<file path="src/rtl/mchan_fifo_burst_reader.sv">
// ----------------------------------------------------------------------------
// mchan_fifo_burst_reader
//
// Pop-side consumer for mchan_fifo. A command carrying LEN (beats-1) makes the
// block pop exactly LEN+1 beats from the FIFO through its req/gnt pop port.
// The beats are forwarded in order on a valid/ready stream, and the final beat
// carries a last flag. A 2-entry output buffer decouples the downstream ready
// from the FIFO pop request. Because of that buffer, fifo_req_o is built only
// from registered state.
//
// Ports
//   clk_i        clock
//   rst_ni       asynchronous active-low reset
//   cmd_req_i    burst command request
//   cmd_len_i    number of beats minus one (0 => single beat)
//   cmd_gnt_o    command accepted when cmd_req_i && cmd_gnt_o (high in IDLE)
//   fifo_dat_i   FIFO head data
//   fifo_gnt_i   FIFO not empty
//   fifo_req_o   FIFO pop request
//   out_data_o   stream data (head of the output buffer)
//   out_last_o   final beat of the burst
//   out_valid_o  stream valid (output buffer not empty)
//   out_ready_i  stream ready
//   busy_o       a burst is in progress (state != IDLE)
//   done_o       one-cycle pulse in the cycle after the last-beat handshake
// ----------------------------------------------------------------------------
module mchan_fifo_burst_reader #(
  parameter int DATA_WIDTH = 32,
  parameter int LEN_WIDTH  = 8
) (
  input  logic                  clk_i,
  input  logic                  rst_ni,
  input  logic                  cmd_req_i,
  input  logic [LEN_WIDTH-1:0]  cmd_len_i,
  output logic                  cmd_gnt_o,
  input  logic [DATA_WIDTH-1:0] fifo_dat_i,
  input  logic                  fifo_gnt_i,
  output logic                  fifo_req_o,
  output logic [DATA_WIDTH-1:0] out_data_o,
  output logic                  out_last_o,
  output logic                  out_valid_o,
  input  logic                  out_ready_i,
  output logic                  busy_o,
  output logic                  done_o
);

  typedef enum logic [1:0] {IDLE, RUN, DRAIN} state_t;

  state_t                 state;
  logic [LEN_WIDTH-1:0]   beats_left;
  logic [DATA_WIDTH-1:0]  buf_data [2];
  logic                   buf_last [2];
  logic                   wr_ptr;
  logic                   rd_ptr;
  logic [1:0]             count;
  logic                   pop;
  logic                   hs;

  assign cmd_gnt_o   = (state == IDLE);
  assign busy_o      = (state != IDLE);
  // The request is formed only from the state and the buffer occupancy. When
  // the buffer is full, no request is made, even if a handshake frees an entry
  // in the same cycle.
  assign fifo_req_o  = (state == RUN) && (count != 2'd2);
  assign pop         = fifo_req_o && fifo_gnt_i;
  assign out_valid_o = (count != 2'd0);
  assign hs          = out_valid_o && out_ready_i;
  assign out_data_o  = buf_data[rd_ptr];
  assign out_last_o  = buf_last[rd_ptr];

  always_ff @(posedge clk_i or negedge rst_ni) begin
    if (!rst_ni) begin
      state      <= IDLE;
      beats_left <= '0;
      wr_ptr     <= 1'b0;
      rd_ptr     <= 1'b0;
      count      <= 2'd0;
      done_o     <= 1'b0;
      for (int i = 0; i < 2; i++) begin
        buf_data[i] <= '0;
        buf_last[i] <= 1'b0;
      end
    end else begin
      case (state)
        IDLE: begin
          if (cmd_req_i) begin
            beats_left <= cmd_len_i;
            state      <= RUN;
          end
        end
        RUN: begin
          // The count stops at zero. It does not wrap, so a full-length burst
          // of 2**LEN_WIDTH beats ends correctly.
          if (pop) begin
            if (beats_left == '0) begin
              state <= DRAIN;
            end else begin
              beats_left <= beats_left - 1'b1;
            end
          end
        end
        DRAIN: begin
          if (hs && out_last_o) begin
            state <= IDLE;
          end
        end
        default: state <= IDLE;
      endcase

      // The last beat is popped in RUN and is seen at the buffer head no
      // earlier than the following cycle. Its handshake therefore always
      // happens in DRAIN.
      done_o <= (state == DRAIN) && hs && out_last_o;

      if (pop) begin
        buf_data[wr_ptr] <= fifo_dat_i;
        buf_last[wr_ptr] <= (beats_left == '0);
        wr_ptr           <= ~wr_ptr;
      end
      if (hs) begin
        rd_ptr <= ~rd_ptr;
      end
      count <= count + {1'b0, pop} - {1'b0, hs};
    end
  end

endmodule

</file>
<file path="config.mk">
export PLATFORM = sky130hd
export DESIGN_NAME = mchan_fifo_burst_reader
export DESIGN_NICKNAME = d
export VERILOG_FILES = /design/src/rtl/mchan_fifo_burst_reader.sv
export SDC_FILE = /design/constraint.sdc
export NUM_CORES = 1
export LEC_CHECK = 0
export BUFFER_PORTS_ARGS = -buffer_cell sky130_fd_sc_hd__buf_4
export CORE_ASPECT_RATIO = 0.6
export CORE_UTILIZATION = 40
export DETAILED_ROUTE_END_ITERATION = 16
export GPL_ROUTABILITY_DRIVEN = 0
export PLACE_DENSITY = 0.63
export RECOVER_POWER = 100
export SLEW_MARGIN = 20
export SYNTH_ARGS = -nofsm -noshare
export SYNTH_HDL_FRONTEND = slang
export SYNTH_SLANG_ARGS = --single-unit
</file>
<file path="constraint.sdc">
create_clock -name clk_i -period 2 [get_ports clk_i]
set_clock_uncertainty 0.05 [all_clocks]
set_input_delay 0.3 -clock clk_i [delete_from_list [all_inputs] [get_ports clk_i]]
set_output_delay 0.3 -clock clk_i [all_outputs]
set_load 0.01 [all_outputs]
</file>
### Word level (Yosys, flattened, before mapping)

Cells that the tools add are included.

| operators by class | value |
|---|---|
| add/sub/neg operators | 3 |
| $mul | 0 |
| div/mod/pow operators | 0 |
| order comparisons | 3 |
| equality and inequality tests | 8 |
| shift-type cells | 0 |
| multiplexer cells | 21 |
| bitwise operators | 4 |
| reduce and logical (&&, ||, !) cells | 14 |

Operators by type and width:

| operator | count |
|---|---|
| 32-bit 2-to-1 mux | 4 |
| 64-bit bitwise mux | 1 |
| 32-bit demux with 1-bit select | 1 |
| 8-bit 2-to-1 mux | 3 |
| 8-bit case mux with 2 select lines | 1 |
| 2-bit != test, second input constant | 5 |
| 8-bit zero test | 1 |
| 2-bit 2-to-1 mux | 4 |
| 4-bit AND reduction | 2 |
| 8-bit by 1-bit subtractor with 8-bit output, second input constant | 1 |
| 1-bit logical AND | 7 |
| 2-bit case mux with 3 select lines | 1 |
| 2-bit nonzero test | 3 |
| 2-bit greater-or-equal comparator, second input constant | 2 |
| 1-bit 2-to-1 mux | 4 |
| 1-bit inverter with 2-bit output | 2 |
| 2-bit by 1-bit adder with 2-bit output | 1 |
| 2-bit bitwise mux | 1 |
| 2-bit by 1-bit == test with 1-bit output, second input constant | 1 |
| 2-bit == test, second input constant | 1 |
| 2-bit zero test | 1 |
| 2-bit by 1-bit < comparator with 1-bit output, second input constant | 1 |
| 2-bit by 1-bit != test with 1-bit output, second input constant | 1 |
| 1-bit inverter | 2 |
| 2 further kinds | 2 |

| word-level totals | value |
|---|---|
| register bits after elaboration | 81 |
| bits in latches | 0 |
| bits in writable memories | 0 |
| memory bits (read-only) | 0 |
| memories | 0 |

### Depth between registers and ports, before layout

Gate-level depths: netlist of the first run.

| logic depth | value |
|---|---|
| depth after elaboration | 7 |
| mapped depth | 8 |
| mapped depth without buffers | 7 |

### Least setup slack after synthesis of the first run

OpenSTA, ideal clock, no wires.

| path | value |
|---|---|
| path kind | reg-to-reg |
| start point | reg beats_left[0] |
| end point | reg beats_left[6] |
| library setup time | 0.133 ns |
| arrival | 1.681 ns |
| data required time | 1.817 ns |
| path slack | 0.136 ns |
| cell stages (with the launch flop) | 7 |
| buffers on the path | 0 |
| clock period less this slack | 1.864 ns |
| path through | dfrtp_1 > inv_1 > ha_1 > or4b_2 > o21a_1 > o31ai_1 > o21ai_0 |

| on the way | value |
|---|---|
| longest elaborated chain between the ends | 4 |
| elaborated cells between the ends (all ways) | 7 |
| classes of those cells | 1 x add/sub; 1 x eq/ne; 3 x mux; 2 x reduce/logical |

Ends and longest elaborated chain:

| item | line | source |
|---|---|---|
| start, declared | 50 | `logic [LEN_WIDTH-1:0] beats_left;` |
| start signal, assigned | 87 | `beats_left <= cmd_len_i;` |
| start signal, assigned | 98 | `beats_left <= beats_left - 1'b1;` |
| 8-bit by 1-bit subtractor with 8-bit output | 98 |  |
| 8-bit 2-to-1 mux | 95 | `if (beats_left == '0) begin` |
| 8-bit 2-to-1 mux | 94 | `if (pop) begin` |
| 8-bit case mux with 2 select lines | 84 | `case (state)` |

Several ways; a longest one is shown, not always the timed one. The select of a mux whose other input is x is not followed.
A chain may end at the register's enable or synchronous reset.

### Final worst setup path of the first run

| path | value |
|---|---|
| start point | reg beats_left[4] |
| end point | reg beats_left[1] |

| on the way | value |
|---|---|
| longest elaborated chain between the ends | 3 |

Ends and longest elaborated chain:

| item | line |
|---|---|
| 8-bit zero test | 95 |
| 2-bit != test (no line) | -- |
| 4-bit AND reduction (no line) | -- |

No other way between the ends.

==> results by group, run 1 <==
Placement
  • Quantity of I/O buffers inserted on ports: 82
  • DP HPWL: roughly 5600 um
  • Setup slack at placement: about 0.030 ns

Die
  • Number of placement rows: 26
  • Count of pins on the block boundary: between 80 and 90
  • Die Area: 9760 sq um
  • Horiz. Die Dim: ~130 um
  • Chip Height: just under 80 um
  • Core Box Area: between 8000 and 9000 sq um
  • Starting utilization of the core area: a little over two fifths

Final layout
  • Nets: a little over 400
  • Antenna diode instance count: 0
  • Area occupied by multi-input gates: roughly 1600 sq um
  • Reg area: between 2000 and 2500 sq um
  • Final core utilization: between 50% and 60%
  • Layout cell share with drive strength beyond 1: 48.6%
  • Filler Cells Inserted: 795
  • Area growth from synthesis to layout: 25.1%

Critical path
  • Critical path's top delay family: simple AND/OR/NAND/NOR gates
  • Slowest cell delay on critical path: ~0.6 ns
  • CP cell instances: or4_1 > nor4b_4 > a211o_4 > mux2i_1
  • End of the worst register-to-register path: beats_left[1]
  • Startpoint of the worst register-to-register path: beats_left[4]
  • Worst Setup Path Type: reg -> reg
  • Nature of the critical path endpoint: register
  • Data arrival, critical path: around 2.1 ns
  • Setup slack of the most critical reg-to-reg path: between 0.09 and 0.1 ns
  • Kind of start point of the critical path: register
  • Worst path buffer plus inverter count: 0
  • Reg2Reg Depth: 4
  • Critical path required time: between 2 and 2.5 ns
  • Biggest fanout along the worst timing path: 8
  • Worst path slowest cell: or4_1

Logic synthesis
  • Syn Inst Count: 271
  • Largest cells by area after synthesis: dfrtp_1 54%, mux2_2 30%, ha_1 1.3%, o21ai_0 1.1%, o31ai_1 1.0%
  • Proportion of synthesized chip area in sequential cells: between 50% and 60%
  • Number of storage elements in the synthesis netlist: roughly 80
  • Yosys warning count: 0
  • Number of enable-type register cells in the synthesized netlist: 0
  • Netlist area before placement: between 3000 and 4000 sq um
  • Number of distinct library cell variants in the gate-level netlist after synthesis: 37
  • Post-synth top area share: around 54%
  • Post-Synthesis Mean Instance Area: approximately 14 sq um
  • Fraction of synthesis flops using an asynchronous set or reset pin: 100%
  • Leading register cell type out of synthesis: dfrtp_1
  • Biggest area consumer among synthesized cells: dfrtp_1
  • Net count after synthesis: 320

Timing
  • Final critical-path required period: around 1.9 ns
  • Hold_ws: between 0.15 and 0.2 ns
  • Final Hold Violating Endpoints: 0
  • Transition at the pin with the smallest max-transition slack: 0.643 ns
  • Final setup violation count: 0
  • Final Worst Setup Slack: 0.0903 ns
  • Max Fclk: around 0.52 GHz
  • Slew Limit Headroom: 57.0%
  • Fin. max-slew vios: 0
  • Part of the cycle the worst path needs: between 90% and 100%
  • Setup repair after global routing missed its margin: no
  • Setup Total Neg Slack: 0 ns

Drt
  • Starting DRC count in detailed routing: about 130
  • Total vias in the final route: ~2500
  • Average routed wire per standard cell: about 17 um
  • Routed wire length: 7980 um
  • Number of remaining DRC errors: 0
  • Via count normalized by instance count: 5.18
  • Number of iterations in the first detailed-routing pass: 4
  • Detail Route Antenna Nets: 0

Clock tree
  • Root cell of the clock tree: clkbuf_16
  • Count of clock tree sinks: between 80 and 90
  • H-tree lvl count: 3
  • Clock buffer count from CTS: 9
  • Clock tree from TritonCTS: yes
  • Maximum root-to-sink buffer count: 2
  • Setup fix buffers added after clock tree synthesis: 0
  • Source-to-sink clock delay at the later pin of the worst-skew pair: 0.33 ns
  • Clock slew at the register clock pins of the worst setup and hold paths: around 0.060 ns

Power
  • Combinational cell fraction of total power: between 40% and 50%
  • Switching power summed over all nets: between 2 and 3 mW
  • PwrDens: between 1500 and 2000 nW/um^2
  • Switching power as a share of total power: 34.2%
  • Static Leak: 2.03 nW
  • Seq pwr share: between 30 and 40%
  • Internal portion of total power: about 5.4 mW
  • VDD IR-drop max: ~680 uV
  • Relative contribution of the clock network to total power: between 10% and 20%

Min path
  • End of the worst hold path: buf_data[18]
  • Hold Crit Class: in -> reg
  • Source of the worst hold timing path: fifo_dat_i[18]
  • Number of stages on the worst hold path: 2

GRT
  • Most Used Layer, Global Route: met2
  • Met3 demand-to-capacity share in global routing: 7.40%
  • GRT Total Usage: between 10% and 20%
  • First-pass GRT wire length: ~14000 um
  • Met2 usage: a little over a quarter
  • Antenna violations before repair: 0
  • Via count of the first global-routing pass: roughly 2700
  • Largest net degree at the start of global routing: 39
  • Final global-route overflow total: 0
  • Met1 routing resource usage after global routing: between 20% and 30%

Job
  • Maximum Capacitance Violations: 0

Status
  • Outcome: finished clean
-- worst max path at each step --
| stage | from | to | depth (start not counted) |
|---|---|---|---|
| after floorplan | beats_left[0] | beats_left[6] | 6 |
| after global placement | beats_left[1] | beats_left[6] | 6 |
| after detailed placement | beats_left[1] | beats_left[6] | 6 |
| after CTS | beats_left[1] | beats_left[6] | 6 |
| after global routing | beats_left[4] | beats_left[1] | 4 |
| final | beats_left[4] | beats_left[1] | 4 |
-- cells in the final DEF, fill, tap and decap left out, drive strengths merged, types with 5 or more instances in the layout --
cell / synthesis / routed
nor2: 9 / 9
dfrtp: 81 / 81
o31ai: 5 / 5
a21oi: 6 / 6
clkbuf: 7 / 52
mux2: 99 / 99
buf: 7 / 56
o21ai: 8 / 8
-- state kept, by name (all words and copies together) (netlist names) --
| register | flops |
|---|---|
| wr_ptr | 1 |
| buf_data | 64 |
| count | 2 |
| beats_left | 8 |
| rd_ptr | 1 |
| state | 2 |
| buf_last | 2 |
| done_o | 1 |
-- per-layer routing --
| layer | part of all wire (%) | vias to the layer above |
|---|---|---|
| li1 | - | 1167 |
| met1 | 48 | 1251 |
| met2 | 44 | 64 |
| met3 | 7.0 | 4 |
| met4 | 0.43 | 0 |
| met5 | 0 | - |
-- cell families (layout without fill, tap and decap cells) --
group / count (synthesis) / in the layout / share of synthesized area [%]
compound gates: 29 / 29 / 5.05
xor+xnor: 4 / 4 / 0.937
fa+ha+maj: 4 / 4 / 1.34
buf+inv: 18 / 115 / 2.31
flops: 81 / 81 / 54.2
mux: 100 / 100 / 30.1
simple gates: 35 / 35 / 6.12
-- cells in the mapped netlist, types with 3 or more instances --
master and count:
dfrtp_1 81, mux2_2 99, o21ai_0 8, inv_1 4, buf_2 3, xnor2_1 3
o31ai_1 5, nor2_1 8, ha_1 4, a21oi_1 6, clkbuf_1 7, nand2b_1 3
nor3_1 3, buf_4 4, o21a_1 4
-- stage by stage --
step           cells  total power [mW]  area, sq um
2_1_floorplan    271              5.53         3740
3_3_place_gp     464              7.02         4570
3_5_place_dp     464              7.14         4570
4_1_cts          480              8.76         4860
5_1_grt          480              8.76         4680
6_report         480              8.15         4680
-- layout make-up --
type	instances	share of cell area (%)
Clock inverter	2	0.267
Sequential cell	81	43.3
Tap cell	112	2.99
Inverter	4	0.321
Clock buffer	13	5.77
Timing Repair Buffer	96	12.7
Multi-Input combinational cell	172	34.6
-- power groups by stage --
stage	registers, mW	clock network [mW]	logic, mW
floorplan	2.79	0	2.73
global placement	2.89	0	4.13
detailed placement	2.94	0	4.20
CTS	2.92	1.61	4.23
global route	3.03	1.67	4.07
finish	2.91	1.55	3.69
-- what timing repair did --
| item | CTS | global route |
|---|---|---|
| hold buffers | 1 | 0 |
| resized for setup | 0 | 1 |
| endpoints found under the setup margin | 0 | 1 |
| hold endpoints to repair | 23 | 0 |
No activity file was read; power rests on OpenSTA's default activity.
==> inputs of run 2 (changes only) <==
- CTS_BUF_LIST: default -> sky130_fd_sc_hd__clkbuf_8
==> run 2 against run 1 <==
Net effect: global-route usage is essentially flat; clock-buffer cell count shrank 1; largest power group unchanged; worst setup slack gained 0.035 ns.
==> results by group, run 2 (synthesis gave the netlist of run 1 again) <==
Status
  • Outcome: finished clean

Critical path
  • Biggest fanout along the worst timing path: 13
  • Slowest cell delay on critical path: about 0.38 ns
  • Reg2Reg Depth: 5
  • CP cell instances: clkbuf_4 > mux2_1 > buf_4
  • Critical path's top delay family: buffers and inverters
  • Worst path buffer plus inverter count: 2
  • Critical path required time: about 1.7 ns
  • Worst Setup Path Type: reg -> out
  • Worst path slowest cell: mux2_1
  • Data arrival, critical path: 1.52 ns
  • Kind of start point of the critical path: register
  • End of the worst register-to-register path: beats_left[0]
  • Nature of the critical path endpoint: primary output
  • Startpoint of the worst register-to-register path: beats_left[4]
  • Setup slack of the most critical reg-to-reg path: approximately 0.13 ns

Clock tree
  • Setup fix buffers added after clock tree synthesis: 0
  • Root cell of the clock tree: clkbuf_8
  • Clock tree from TritonCTS: yes
  • Source-to-sink clock delay at the later pin of the worst-skew pair: 0.35 ns
  • H-tree lvl count: 3
  • Maximum root-to-sink buffer count: 2
  • Count of clock tree sinks: 81
  • Clock buffer count from CTS: 9
  • Clock slew at the register clock pins of the worst setup and hold paths: ~0.08 ns

Final layout
  • Finished Layout Cells: 480
  • Most common cell after layout, fill and taps aside: mux2_2
  • Register with the highest flop count: buf_data
  • Filler Cells Inserted: 803
  • Antenna diode instance count: 0
  • Area growth from synthesis to layout: 22.6%
  • Layout cell share with drive strength beyond 1: between 40 and 50%
  • Nets: 413
  • Registers with the most flip-flops: buf_data x64, beats_left x8
  • Number of flip-flops under the largest register name: 64
  • Commonest cells after routing, fill and taps aside: 96 x mux2_2, 81 x dfrtp_1, 51 x buf_4

Job
  • Maximum Capacitance Violations: 0

Power
  • PwrDens: approximately 1700 nW/um^2
  • VDD IR-drop max: just under 700 uV
  • Power after layout: 7.71 mW
  • Static Leak: approximately 2.0 nW

Min path
  • Number of stages on the worst hold path: 2
  • End of the worst hold path: buf_data[18]
  • Source of the worst hold timing path: fifo_dat_i[18]
  • Hold Crit Class: in -> reg

Die
  • Core Box Area: a little under 9000 sq um
  • Starting utilization of the core area: a little over two fifths
  • Number of placement rows: 26
  • Die Area: roughly 9800 sq um
  • Chip Height: just under 80 um
  • Horiz. Die Dim: approximately 130 um
  • Count of pins on the block boundary: between 80 and 90

Drt
  • Total vias in the final route: roughly 2500
  • Starting DRC count in detailed routing: between 100 and 150
  • Number of remaining DRC errors: 0
  • Number of iterations in the first detailed-routing pass: 4
  • Average routed wire per standard cell: roughly 17 um
  • Via count normalized by instance count: between 5 and 6
  • Routed wire length: between 7000 and 8000 um
  • Detail Route Antenna Nets: 0

GRT
  • Via count of the first global-routing pass: about 2700
  • First-pass GRT wire length: 13700 um
  • Antenna violations before repair: 0
  • Final global-route overflow total: 0
  • GRT Total Usage: about 18%
  • Largest net degree at the start of global routing: 39

Timing
  • Max Fclk: about 0.53 GHz
  • Setup repair after global routing missed its margin: no
  • Transition at the pin with the smallest max-transition slack: between 0.6 and 0.7 ns
  • Final critical-path required period: about 1.9 ns
  • Part of the cycle the worst path needs: around 94%
  • Fin. max-slew vios: 0
  • Hold_ws: around 0.14 ns
  • Slew Limit Headroom: 56.9%
  • Setup Total Neg Slack: 0 ns
  • Final Worst Setup Slack: approximately 0.13 ns
  • Final setup violation count: 0
  • Final Hold Violating Endpoints: 0

Placement
  • Cell total after placement: around 460
  • DP HPWL: roughly 5600 um
  • Setup slack at placement: 0.0300 ns
  • Quantity of I/O buffers inserted on ports: slightly above 80
-- run 2: cell types whose count changed in the layout (fill, tap and decap cells not counted), sizes merged --
| cell | previous run | this run |
|---|---|---|
| buf | 56 | 54 |
| clkbuf | 52 | 53 |
| inv | 4 | 5 |
-- run 2: what timing repair did --
| action | CTS | global route |
|---|---|---|
| setup endpoints to repair | 0 | 2 |
| hold buffers | 1 | 0 |
| endpoints found under the hold margin | 23 | 0 |
| resized for setup | 0 | 2 |
-- run 2: layer usage --
layer / track usage, % / wire [um] / up-vias
li1: - / - / 1169
met3: 7.54 / 580 / 12
met1: 24.2 / 3860 / 1217
met2: 27.1 / 3430 / 66
met5: 0 / 0 / -
met4: 5.00 / 87 / 0
-- run 2: how the worst max path moves through the flow --
stage,slack [ns],startpoint,endpoint,cells after the start
3_3_place_gp,0.08,beats_left[1],beats_left[6],6
5_1_grt,0.04,beats_left[4],beats_left[0],5
4_1_cts,0.01,beats_left[1],beats_left[6],6
6_report,0.13,rd_ptr,out_data_o[4],3
3_5_place_dp,0.03,beats_left[1],beats_left[6],6
2_1_floorplan,0.14,beats_left[0],beats_left[6],6
-- run 2: report_power, final --
group          internal (mW)  switching, mW
clock network          0.540          0.564
registers               2.46          0.444
logic                   1.97           1.73
total                   4.97           2.74
-- run 2: per-stage QoR --
stage	instance area, sq um	utilization (%)
5_1_grt	4590	52.2
3_3_place_gp	4570	52.0
4_1_cts	4760	54.2
3_5_place_dp	4570	52.0
2_1_floorplan	3740	-
6_report	4590	52.2
-- run 2: final cells by class --
cell class	count	area (sq um)	share of cell area [%]
Clock buffer	12	165	3.60
Clock inverter	3	16.3	0.355
Inverter	4	15.0	0.327
Multi-Input combinational cell	172	1620	35.3
Sequential cell	81	2030	44.2
Tap cell	112	140	3.06
Timing Repair Buffer	96	603	13.1
==> inputs of run 3 (changes only) <==
- CORE_UTILIZATION: 40 -> 56
- PLACE_DENSITY: 0.63 -> 0.83
==> run 3 against run 2 <==
Net effect: cell count fell by 5.6%; utilization rose by 21 points; cell area rose by 0.19%; clock power barely moved; worst setup slack got worse by 0.015 ns; total power rose by 0.65%; non-clock buffer count rose by 1; clock-buffer cell count did not move; largest cell class unchanged.
==> results by group, run 3 (synthesis gave the netlist of run 1 again) <==
Final layout
  • Most common cell after layout, fill and taps aside: mux2_2
  • Antenna diode instance count: 0
  • Area growth from synthesis to layout: 22.8%
  • Nets: around 410
  • Finished Layout Cells: 453
  • Register with the highest flop count: buf_data
  • Layout cell share with drive strength beyond 1: a little under 50%
  • Registers with the most flip-flops: buf_data x64, beats_left x8
  • Commonest cells after routing, fill and taps aside: 97 x mux2_2, 81 x dfrtp_1, 53 x buf_4
  • Number of flip-flops under the largest register name: 64

Critical path
  • CP cell instances: or4_4 > nor4b_4 > a211o_4 > mux2i_1
  • Biggest fanout along the worst timing path: 8
  • Data arrival, critical path: ~2.1 ns
  • Worst path slowest cell: or4_4
  • Worst Setup Path Type: reg -> reg
  • Crit path launch: beats_left[3]
  • Setup slack of the most critical reg-to-reg path: about 0.11 ns
  • Nature of the critical path endpoint: register
  • Kind of start point of the critical path: register
  • Critical Path Sink: beats_left[1]
  • Reg2Reg Depth: 4
  • Critical path required time: approximately 2.2 ns
  • Startpoint of the worst register-to-register path: beats_left[3]
  • Slowest cell delay on critical path: approximately 0.54 ns
  • End of the worst register-to-register path: beats_left[1]

Min path
  • Hold Crit Class: in -> reg

Clock tree
  • Clock buffer count from CTS: 9
  • Maximum root-to-sink buffer count: 2
  • Clock slew at the register clock pins of the worst setup and hold paths: ~0.07 ns
  • Count of clock tree sinks: 81
  • Root cell of the clock tree: clkbuf_8
  • Clock tree from TritonCTS: yes
  • Setup fix buffers added after clock tree synthesis: 0
  • H-tree lvl count: 3
  • Source-to-sink clock delay at the later pin of the worst-skew pair: 0.34 ns

Drt
  • Total vias in the final route: approximately 2500
  • Via count normalized by instance count: around 5.5
  • Routed wire length: roughly 7500 um
  • Starting DRC count in detailed routing: 88
  • Detail Route Antenna Nets: 0
  • Number of iterations in the first detailed-routing pass: 4
  • Number of remaining DRC errors: 0
  • Average routed wire per standard cell: ~17 um

GRT
  • Final global-route overflow total: 0
  • Largest net degree at the start of global routing: 50
  • Antenna violations before repair: 0
  • GRT Total Usage: approximately a quarter
  • Via count of the first global-routing pass: about 2600
  • First-pass GRT wire length: around 13000 um

Die
  • Horiz. Die Dim: around 110 um
  • Starting utilization of the core area: between 50 and 60%
  • Count of pins on the block boundary: between 80 and 90
  • Number of placement rows: 22
  • Die Area: 7020 sq um
  • Chip Height: about 65 um
  • Core Box Area: 6280 sq um

Timing
  • Hold_ws: approximately 0.14 ns
  • Max Fclk: roughly 0.53 GHz
  • Final Hold Violating Endpoints: 0
  • Part of the cycle the worst path needs: between 90 and 100%
  • Transition at the pin with the smallest max-transition slack: 0.828 ns
  • Setup repair after global routing missed its margin: no
  • Final setup violation count: 0
  • Final critical-path required period: approximately 1.9 ns
  • Final Worst Setup Slack: between 0.1 and 0.15 ns
  • Fin. max-slew vios: 0
  • Setup Total Neg Slack: 0 ns
  • Slew Limit Headroom: between 40% and 50%

Placement
  • Cell total after placement: about 440
  • Setup slack at placement: between 0.01 and 0.015 ns
  • Quantity of I/O buffers inserted on ports: 82
  • DP HPWL: around 5400 um

Power
  • VDD IR-drop max: 888 uV
  • Static Leak: approximately 2.0 nW
  • PwrDens: about 1700 nW/um^2
  • Power after layout: 7.76 mW

Status
  • Outcome: finished clean

Job
  • Maximum Capacitance Violations: 0
[run 3: routing by layer]
metal / GRT usage (%) / vias up / share of wire [%]
li1: - / 1160 / -
met1: 32.5 / 1216 / 46
met2: 37.7 / 97 / 45
met3: 9.13 / 5 / 8.5
met4: 6.16 / 0 / 0.61
met5: 0 / - / 0
[run 3: final cells by class]
class,instances,area [sq um]
timing repair buffer,97,641
clock buffer,12,165
tap,84,105
fill,462,1680
clock inverter,3,16.3
inverter,4,15.0
multi-input combinational,172,1630
sequential,81,2030
[run 3: power by group]
part           internal (mW)  leakage, nW  switching, mW
logic                   2.03        0.937           1.73
clock network          0.539       0.0957          0.538
registers               2.46        0.964          0.464
total                   5.03         2.00           2.73
[run 3: worst max-delay path, delay by kind of cell (launching register included)]
family / cells / cell delay, ns
and+or+nand+nor: 2 / 0.85
DFF: 1 / 0.47
AOI/OAI and AO/OA: 1 / 0.24
muxes: 1 / 0.20
[run 3: repair_timing]
action | CTS | global route
endpoints found under the setup margin | 1 | 1
hold buffers | 1 | 0
endpoints found under the hold margin | 32 | 0
gates resized for setup | 1 | 2
[run 3: how the worst min path moves through the flow]
stage | from | to | slack, ns | cells past startpoint
2_1_floorplan | rst_ni | beats_left[0] | -0.05 | 0
3_3_place_gp | rst_ni | beats_left[5] | 0.22 | 1
6_report | fifo_dat_i[15] | buf_data[47] | 0.14 | 2
5_1_grt | fifo_dat_i[12] | buf_data[44] | 0.12 | 2
4_1_cts | fifo_dat_i[6] | buf_data[6] | 0.13 | 2
3_5_place_dp | rst_ni | beats_left[5] | 0.22 | 1
[run 3: metrics by stage]
stage / util (%) / cell area, sq um
after global placement: 72.5 / 4550
final: 73.2 / 4600
after CTS: 75.6 / 4750
after detailed placement: 72.5 / 4550
after floorplan: - / 3740
after global routing: 73.2 / 4600
